--- src/rtl/ula_mul_ctrl.sv ---
`timescale 1ns/1ps
// ula_mul_ctrl
// Shift-and-add unsigned multiplier controller. It uses an external
// combinational ULA (adder) for the accumulate step. One bit of the
// multiplier is retired per RUN cycle, so a WIDTH-bit multiply takes
// WIDTH RUN cycles. These are followed by a single DONE cycle.
//
// Ports:
//   clk      - single clock, rising-edge active
//   rst      - synchronous active-high reset (priority over everything)
//   start    - begin a multiply; honoured only in IDLE
//   op_a     - multiplicand (unsigned, WIDTH bits)
//   op_b     - multiplier   (unsigned, WIDTH bits)
//   busy     - high while RUN
//   done     - one-cycle pulse; product is valid from this cycle on
//   product  - registered 2*WIDTH-bit result, held until next DONE/reset
//   ula_a    - ULA input_a (partial high word during RUN, else 0)
//   ula_b    - ULA input_b (multiplicand during RUN, else 0)
//   ula_sel  - ULA select, always add (2'b00)
//   ula_s    - ULA sum, combinational from ula_a/ula_b/ula_sel
//   ula_ovf  - ULA carry-out of the add
module ula_mul_ctrl #(
  parameter int WIDTH = 4
) (
  input  logic                 clk,
  input  logic                 rst,
  input  logic                 start,
  input  logic [WIDTH-1:0]     op_a,
  input  logic [WIDTH-1:0]     op_b,
  output logic                 busy,
  output logic                 done,
  output logic [2*WIDTH-1:0]   product,
  output logic [WIDTH-1:0]     ula_a,
  output logic [WIDTH-1:0]     ula_b,
  output logic [1:0]           ula_sel,
  input  logic [WIDTH-1:0]     ula_s,
  input  logic                 ula_ovf
);

  localparam int CNT_W = $clog2(WIDTH);
  localparam logic [CNT_W-1:0] LAST_STEP = CNT_W'(WIDTH - 1);

  typedef enum logic [1:0] {
    IDLE = 2'b00,
    RUN  = 2'b01,
    DONE = 2'b10
  } state_t;

  state_t               state_q, state_d;
  logic [WIDTH-1:0]     mcand_q, mcand_d;
  logic [WIDTH-1:0]     hi_q, hi_d;
  logic [WIDTH-1:0]     lo_q, lo_d;
  logic [CNT_W-1:0]     count_q, count_d;
  logic                 busy_q, busy_d;
  logic                 done_q, done_d;
  logic [2*WIDTH-1:0]   product_q, product_d;
  logic [2*WIDTH-1:0]   step_acc;

  // The ULA only sees the datapath while RUN; elsewhere it is parked at zero.
  assign ula_a   = (state_q == RUN) ? hi_q    : '0;
  assign ula_b   = (state_q == RUN) ? mcand_q : '0;
  assign ula_sel = 2'b00;

  assign busy    = busy_q;
  assign done    = done_q;
  assign product = product_q;

  always_comb begin
    // One shift-add step: the ULA carry becomes the new MSB of hi, so
    // the sum is effectively WIDTH+1 bits wide and no carry is lost.
    if (lo_q[0]) begin
      step_acc = {ula_ovf, ula_s, lo_q[WIDTH-1:1]};
    end else begin
      step_acc = {1'b0, hi_q, lo_q[WIDTH-1:1]};
    end

    state_d   = state_q;
    mcand_d   = mcand_q;
    hi_d      = hi_q;
    lo_d      = lo_q;
    count_d   = count_q;
    product_d = product_q;
    busy_d    = 1'b0;
    done_d    = 1'b0;

    case (state_q)
      IDLE: begin
        if (start) begin
          mcand_d = op_a;
          hi_d    = '0;
          lo_d    = op_b;
          count_d = '0;
          busy_d  = 1'b1;
          state_d = RUN;
        end
      end
      RUN: begin
        {hi_d, lo_d} = step_acc;
        if (count_q == LAST_STEP) begin
          // Final step: capture the post-step accumulator directly. Clear the
          // counter instead of letting it wrap.
          product_d = step_acc;
          count_d   = '0;
          done_d    = 1'b1;
          state_d   = DONE;
        end else begin
          count_d   = count_q + CNT_W'(1);
          busy_d    = 1'b1;
        end
      end
      DONE: begin
        state_d = IDLE;
      end
      default: begin
        state_d = IDLE;
      end
    endcase
  end

  always_ff @(posedge clk) begin
    if (rst) begin
      state_q   <= IDLE;
      mcand_q   <= '0;
      hi_q      <= '0;
      lo_q      <= '0;
      count_q   <= '0;
      busy_q    <= 1'b0;
      done_q    <= 1'b0;
      product_q <= '0;
    end else begin
      state_q   <= state_d;
      mcand_q   <= mcand_d;
      hi_q      <= hi_d;
      lo_q      <= lo_d;
      count_q   <= count_d;
      busy_q    <= busy_d;
      done_q    <= done_d;
      product_q <= product_d;
    end
  end

endmodule

--- config.mk ---
export PLATFORM = sky130hd
export DESIGN_NAME = ula_mul_ctrl
export DESIGN_NICKNAME = d
export VERILOG_FILES = /design/src/rtl/ula_mul_ctrl.sv
export SDC_FILE = /design/constraint.sdc
export NUM_CORES = 1
export LEC_CHECK = 0
export ABC_AREA = 1
export BUFFER_PORTS_ARGS = -buffer_cell sky130_fd_sc_hd__buf_2
export CORE_UTILIZATION = 49
export CTS_CLUSTER_DIAMETER = 150
export CTS_CLUSTER_SIZE = 16
export DETAILED_ROUTE_END_ITERATION = 10
export GPL_TIMING_DRIVEN = 0
export PLACE_DENSITY = 0.78
export SKIP_CTS_REPAIR_TIMING = 1
export SLEW_MARGIN = 10
export SYNTH_ARGS = -nofsm -noshare
export SYNTH_HDL_FRONTEND = slang
export SYNTH_SLANG_ARGS = --single-unit
--- constraint.sdc ---
create_clock -name clk -period 1.3 [get_ports clk]
set_input_delay 0.13 -clock clk [delete_from_list [all_inputs] [get_ports clk]]
set_output_delay 0.13 -clock clk [all_outputs]
set_load 0.02 [all_outputs]
==> flow_summary.toml, run 1 <==
[outcome]
outcome = "finished clean"

[sta]
setup_tns_ns = 0
drv_slew = 0
max_freq_mhz = 799
hold_ws_ns = 0.0416
min_period_ns = 1.25
setup_viol = 0
min_period_over_period_pct = 96.3
rsz0062_at_grt = "true"
finalHoldViolCount = 0
skew_ns = 0.00497

[synth]
synth_top_cell_by_area = "dfxtp_1"
postSynthCellCount = 156
synth_area_per_cell_sq_um = 7.18
ys_types = 18
ys_top_cells_by_area = "dfxtp_1 46%, nand2_1 11%, nand3_1 9.4%"
ys_seq_area_share_pct = 46.5
synth-seq-cells = 26
yosys_warnings = 0
syn-cell-area_sq_um = 1120
synth.top_cell.area_share_pct = 46.5

[finish]
antenna_cells = 0
final_nets = 213
nFillCells = 183
drive_above_1_share_pct = 32.3
layout_common_cells = "32 x nand2_1, 27 x buf_2, 24 x dfxtp_1, 21 x nand3_1, 17 x inv_1"
final_area_sq_um = 1440
area_delta_synth_final_pct = 28.3
final_common_cell = "nand2_1"
seq_area_sq_um = 528
multiInputGateArea_sq_um = 518

[routing]
drcViolationCount = 0
routedWlPerCell_um = 11.7
drtIter0Drc = 36
num_vias = 1139
drtAntennaViolNets = 0
vias_per_cell = 5.13
routed_wl_mm = 2.60
first_pass_iters = 4

[worst_setup_path]
worstPathArrival_ns = 1.12
cp-start-kind = "flop"
r2r-end = "product[2]"
critical_path_class = "flop to output port"
r2r_slack_ns = 0.13
cp.required_ns = 1.17
end_kind = "output port"
r2r_cells = 5
timing.rr.start = "count_q[0]"
worstPathMaxFanout = 9
worstSetupStartpoint = "state_q[1]"
cp-endpoint = "ula_b[2]"

[global_route]
grtUsageMet3_pct = 6.48
grtUsageMet2_pct = 38.1
antenna_found_initial = 0
grt_overflow = 0
grt_max_degree = 15
grt_pass1_wl_mm = 4.31
grtUsageTotal_pct = 23.2
use_met1_pct = 26.9
grt_pass1_vias = 1035
busiest_layer = "met2"

[power]
leakagePower_nw = 0.716
power_mw = 1.48
pwr_density_cell_nw_per_um2 = 1030
irDropWorstVdd_uv = 679

[floorplanning]
die-width_um = 49.8
rows = 16
ios = 36
coreArea_sq_um = 2060
die_y_um = 49.8
start_util_pct = 54.3
die-area_sq_um = 2480

[placement]
hpwl_mm = 1.85
place.gp.congestion = 0.892
dpl_cell_area_sq_um = 1320
portBuffers = 32

[clock_tree]
cts-buffers-inserted = 3
path_clk_slew_ns = 0.14
htreeDepth = 1
clock_path_buffers = 2
cts.sinks = 26
clk_latency_ns = 0.32
cts_tree = "done"
cts-root-buf = "clkbuf_4"

[run]
maxCapViolCount = 0

[worst_hold_path]
min_path_type = "input port to flop"
[flip-flops by register name (all words and copies together), names as in the netlist]
signal / flops
product: 8
mcand_q: 4
lo_q: 4
busy: 1
state_q: 2
hi_q: 4
count_q: 2
done: 1
[cell families after synthesis]
family	count (synthesis)	share of synthesized area, %
other	1	0.335
DFF	26	46.5
AOI/OAI and AO/OA	20	8.94
buffers and inverters	27	11.4
and+or+nand+nor	81	31.7
adders and majority gates	1	1.12
[per-layer routing]
layer | routed length, um | share of wire [%] | vias up
met2 | 1300 | 50 | 41
met4 | 54 | 2.1 | 0
li1 | - | - | 570
met3 | 178 | 6.8 | 6
met5 | 0 | 0 | -
met1 | 1070 | 41 | 522
[per-stage QoR]
step | worst slack, ns | std cells | utilization [%]
2_1_floorplan | 0.245 | 157 | -
3_3_place_gp | 0.172 | 216 | 63.9
3_5_place_dp | 0.155 | 216 | 63.9
4_1_cts | -0.179 | 220 | 65.7
5_1_grt | -0.0320 | 222 | 69.7
6_report | 0.0484 | 222 | 69.7
[cell usage after synthesis]
cell	number
ha_1	1
nor2_2	2
nand2_2	3
nand3_1	21
nand2_1	32
conb_1	1
buf_2	3
inv_2	3
or2_1	1
dfxtp_1	26
o21ai_0	11
buf_4	2
nor2_1	20
nand4_1	1
buf_6	2
inv_1	17
nand2_4	1
a21oi_1	9
[final cells by class]
class | instances | share of cell area [%]
inverter | 20 | 5.57
clock buffer | 4 | 2.53
multi-input combinational | 105 | 36.1
tap | 27 | 2.35
buffer | 6 | 2.87
sequential | 26 | 36.8
timing repair buffer | 34 | 13.9
[worst min path at each step]
stage | slack, ns | depth (start not counted) | startpoint | end
global route | 0.06 | 3 | op_a[2] | mcand_q[2]
CTS | 0.05 | 3 | op_a[2] | mcand_q[2]
global placement | 0.38 | 3 | op_a[1] | mcand_q[1]
finish | 0.04 | 3 | op_a[2] | mcand_q[2]
detailed placement | 0.39 | 3 | op_a[2] | mcand_q[2]
floorplan | 0.29 | 2 | op_a[0] | mcand_q[0]
[critical path, stage by stage, from the launching register on]
cell,delay [ns]
dfxtp_4,0.39
inv_6,0.08
nand2_8,0.09
nor2_1,0.10
buf_4,0.15
[report_power, final]
group	internal, mW	switching, mW
logic	0.0831	0.136
clock network	0.172	0.236
registers	0.827	0.0228
total	1.08	0.395
(Power assumes the default switching activity.)
==> run 2, diff against run 1 <==
CORE_UTILIZATION = 47   (was 49)
PLACE_DENSITY = 0.76   (was 0.78)
REMOVE_ABC_BUFFERS = 1   (was unset)
==> run 2 against run 1 <==
Effect of this change:
- sequential power about the same
- routed wire length down 3.6%
- first-iteration DRC count down 33%
- worst hold slack better by 0.025 ns
- sequential share of layout area up 0.23 points
- sequential cell count unchanged
- largest cell class unchanged
- global-route usage down 3.0 points
- critical path type unchanged
- maximum frequency down 1.8%
- total power about the same
==> flow_summary.toml, run 2 (same netlist as run 1, synthesis figures left out) <==
[sta]
layout_setup_ws_ns = 0.0251
skew_ns = 0.0119
finalHoldViolCount = 0
drv_slew = 0
min_period_ns = 1.27
setup_viol = 0
rsz0062_at_grt = "true"
setup_tns_ns = 0
min_period_over_period_pct = 98.1
max_freq_mhz = 784

[worst_setup_path]
r2r_cells = 6
worstPathArrival_ns = 1.14
critical_path_class = "flop to output port"
r2r-end = "hi_q[0]"
cp-start-kind = "flop"
timing.rr.start = "state_q[0]"
worstPathMaxFanout = 16
r2r_slack_ns = 0.09
end_kind = "output port"
cp.required_ns = 1.17

[global_route]
antenna_found_initial = 0
grt_overflow = 0
grt_pass1_vias = 890
grtUsageTotal_pct = 20.2
grt_max_degree = 19
grt_pass1_wl_mm = 3.84

[floorplanning]
die_y_um = 50.8
coreArea_sq_um = 2230
rows = 17
ios = 36
start_util_pct = 50.1
die-width_um = 50.8
die-area_sq_um = 2580

[power]
leakagePower_nw = 0.712
power_mw = 1.48
pwr_density_cell_nw_per_um2 = 1030
irDropWorstVdd_uv = 870

[finish]
final_nets = 212
nFillCells = 199
area_delta_synth_final_pct = 27.5
final_area_sq_um = 1430
drive_above_1_share_pct = 30.4
largest_register_ffs = 8
final_common_cell = "nand2_1"
antenna_cells = 0
layout_common_cells = "32 x nand2_1, 25 x buf_2, 24 x dfxtp_1, 20 x nand3_1"

[clock_tree]
path_clk_slew_ns = 0.13
clock_path_buffers = 2
cts.sinks = 26
cts-root-buf = "clkbuf_4"
htreeDepth = 1
cts-buffers-inserted = 3
cts_tree = "done"
clk_latency_ns = 0.32

[placement]
hpwl_mm = 1.71
place.gp.congestion = 0.728
post-place-ws_ns = -0.131
portBuffers = 33
dpl_cell_area_sq_um = 1270

[run]
maxCapViolCount = 0

[worst_hold_path]
worstHoldStart = "op_a[0]"
worstHoldPathCells = 3
min_path_type = "input port to flop"
min_to = "mcand_q[0]"

[outcome]
outcome = "finished clean"

[routing]
drtAntennaViolNets = 0
drcViolationCount = 0
num_vias = 1098
drtIter0Drc = 24
routedWlPerCell_um = 11.3
vias_per_cell = 4.95
routed_wl_mm = 2.51
first_pass_iters = 4
## run 2: changes by cell type in the layout (fill, tap and decap cells not counted)
| cell | previous run | this run |
|---|---|---|
| nor2_4 | 0 | 1 |
| nand3_1 | 21 | 20 |
| buf_4 | 11 | 14 |
| nand3_2 | 0 | 1 |
| buf_2 | 27 | 25 |
| nand2_4 | 2 | 1 |
| nor2_1 | 13 | 17 |
| buf_6 | 2 | 1 |
| nor2_2 | 9 | 4 |
## run 2: critical path, stage by stage, from the launching register on
cell and delay [ns]:
dfxtp_4 0.40, inv_6 0.08, nand2_8 0.09, nor2_1 0.11
buf_4 0.15
## run 2: metrics by stage
stage,util [%],hold WS [ns],std cells
after floorplan,-,0.199,150
after global placement,56.9,0.382,211
after detailed placement,56.9,0.399,211
after CTS,58.5,0.0651,215
after global routing,63.9,0.0906,222
final,63.9,0.0670,222
## run 2: power breakdown
part / internal (mW) / total (mW) / switching (mW)
Combinational: 0.0886 / 0.218 / 0.129
Sequential: 0.827 / 0.852 / 0.0255
Clock: 0.171 / 0.406 / 0.235
## run 2: worst max path at each step
stage               start          to  slack, ns  cells past startpoint
2_1_floorplan  state_q[0]  product[4]       0.13                      6
3_3_place_gp   state_q[0]  product[4]      -0.08                      6
3_5_place_dp   state_q[0]  product[3]      -0.13                      6
4_1_cts        state_q[0]  product[3]      -0.16                      6
5_1_grt        state_q[1]    ula_b[3]      -0.02                      4
6_report       state_q[1]    ula_b[3]       0.03                      4
## run 2: layout make-up
| type | count | area [sq um] | area share, % |
|---|---|---|---|
| Sequential cell | 26 | 528 | 37.0 |
| Multi-Input combinational cell | 104 | 507 | 35.5 |
| Timing Repair Buffer | 40 | 241 | 16.9 |
| Inverter | 20 | 80.1 | 5.61 |
| Clock buffer | 4 | 36.3 | 2.54 |
| Tap cell | 28 | 35.0 | 2.45 |
## run 2: routing by layer
metal	track usage [%]	vias up	routed length, um
met5	0	-	0
met4	8.33	0	34
met3	4.46	5	103
met2	33.1	27	1260
met1	25.5	504	1110
li1	-	562	-
==> run 3, diff against run 2 <==
CTS_CLUSTER_SIZE = 40   (was 16)
PLACE_DENSITY = unset   (was 0.76)
PLACE_DENSITY_LB_ADDON = 0.08   (was unset)
==> run 3 against run 2 <==
Effect of this change:
- setup slack worse by 0.0060 ns
- core utilization is 0.28 points higher
- non-clock buffer count did not move
- total power hardly changed
- sequential power barely moved
- global-route usage decreased by 0.77 points
- sequential cell count is the same
- combinational power about the same
- clock power barely moved
==> flow_summary.toml, run 3 (same netlist as run 1, synthesis figures left out) <==
[worst_setup_path]
worstSetupStartpoint = "state_q[1]"
cp-start-kind = "flop"
worstPathMaxFanout = 16
r2r-end = "product[0]"
timing.rr.start = "state_q[0]"
cp.required_ns = 1.17
r2r_slack_ns = 0.08
critical_path_class = "flop to output port"
worstPathArrival_ns = 1.15
r2r_cells = 6
end_kind = "output port"

[finish]
final_nets = 212
antenna_cells = 0
layout_common_cells = "32 x nand2_1, 25 x buf_2, 24 x dfxtp_1, 21 x nand3_1, 17 x inv_1"
final_common_cell = "nand2_1"
final_area_sq_um = 1430
largest_register_ffs = 8
area_delta_synth_final_pct = 28.0
multiInputGateArea_sq_um = 507
seq_area_sq_um = 526
nFillCells = 217
drive_above_1_share_pct = 30.9

[sta]
min_period_over_period_pct = 98.5
max_freq_mhz = 781
drv_slew = 0
rsz0062_at_grt = "true"
setup_viol = 0
layout_setup_ws_ns = 0.0192
finalHoldViolCount = 0
min_period_ns = 1.28
setup_tns_ns = 0
skew_ns = 0.00149

[power]
leakagePower_nw = 0.712
irDropWorstVdd_uv = 654
pwr_density_cell_nw_per_um2 = 1030
power_mw = 1.48

[clock_tree]
cts-buffers-inserted = 3
cts.sinks = 26
path_clk_slew_ns = 0.14
cts-root-buf = "clkbuf_4"
htreeDepth = 1
clock_path_buffers = 2
clk_latency_ns = 0.31
cts_tree = "done"

[global_route]
grt_pass1_wl_mm = 3.77
grt_max_degree = 19
antenna_found_initial = 0
grt_overflow = 0
grtUsageTotal_pct = 19.4
grt_pass1_vias = 912

[routing]
drtIter0Drc = 30
drtAntennaViolNets = 0
first_pass_iters = 4
num_vias = 1088
routedWlPerCell_um = 11.3
vias_per_cell = 4.90
drcViolationCount = 0
routed_wl_mm = 2.52

[placement]
portBuffers = 33
dpl_cell_area_sq_um = 1270
hpwl_mm = 1.63
post-place-ws_ns = -0.148
place.gp.congestion = 0.764

[run]
maxCapViolCount = 0

[outcome]
outcome = "finished clean"

[worst_hold_path]
min_to = "mcand_q[1]"
worstHoldStart = "op_a[1]"
min_path_type = "input port to flop"
worstHoldPathCells = 3

[floorplanning]
die-width_um = 50.8
die-area_sq_um = 2580
rows = 17
coreArea_sq_um = 2230
ios = 36
die_y_um = 50.8
start_util_pct = 50.1
-- run 3: cell counts in the layout (fill, tap and decap cells not counted) --
Identical to the previous run, type by type.
-- run 3: worst max path at each step --
stage / depth (start not counted) / to
after floorplan: 6 / product[4]
after global placement: 6 / product[4]
after detailed placement: 6 / product[6]
after CTS: 6 / product[6]
after global routing: 4 / ula_a[3]
final: 4 / ula_b[2]
-- run 3: cell type report --
type / count / area share, %
inverter: 20 / 5.41
sequential: 26 / 36.6
clock buffer: 4 / 2.53
tap: 28 / 2.44
multi-input combinational: 104 / 35.3
timing repair buffer: 40 / 17.6
-- run 3: metal layers --
layer,part of all wire (%),track usage [%],vias up,routed length [um]
li1,-,-,565,-
met1,46,25.0,492,1150
met2,49,33.8,29,1230
met3,4.7,2.68,2,117
met4,0.60,5.56,0,15
met5,0,0,-,0
-- run 3: worst max-delay path, stage by stage, from the launching register on --
cell and delay, ns:
dfxtp_4 0.39, inv_4 0.09, nand2_8 0.10, nor2_1 0.11
buf_4 0.15
-- run 3: report_power, final --
group | internal, mW | switching (mW) | leakage, nW
Combinational | 0.0885 | 0.131 | 0.478
Clock | 0.171 | 0.234 | 0.0210
Sequential | 0.827 | 0.0254 | 0.213
-- run 3: through the flow --
stage	hold WS [ns]	cells	util, %
after floorplan	0.199	150	-
after detailed placement	0.394	211	56.9
after global placement	0.376	211	56.9
after CTS	0.0640	215	58.5
final	0.0448	222	64.2
after global routing	0.0825	222	64.2
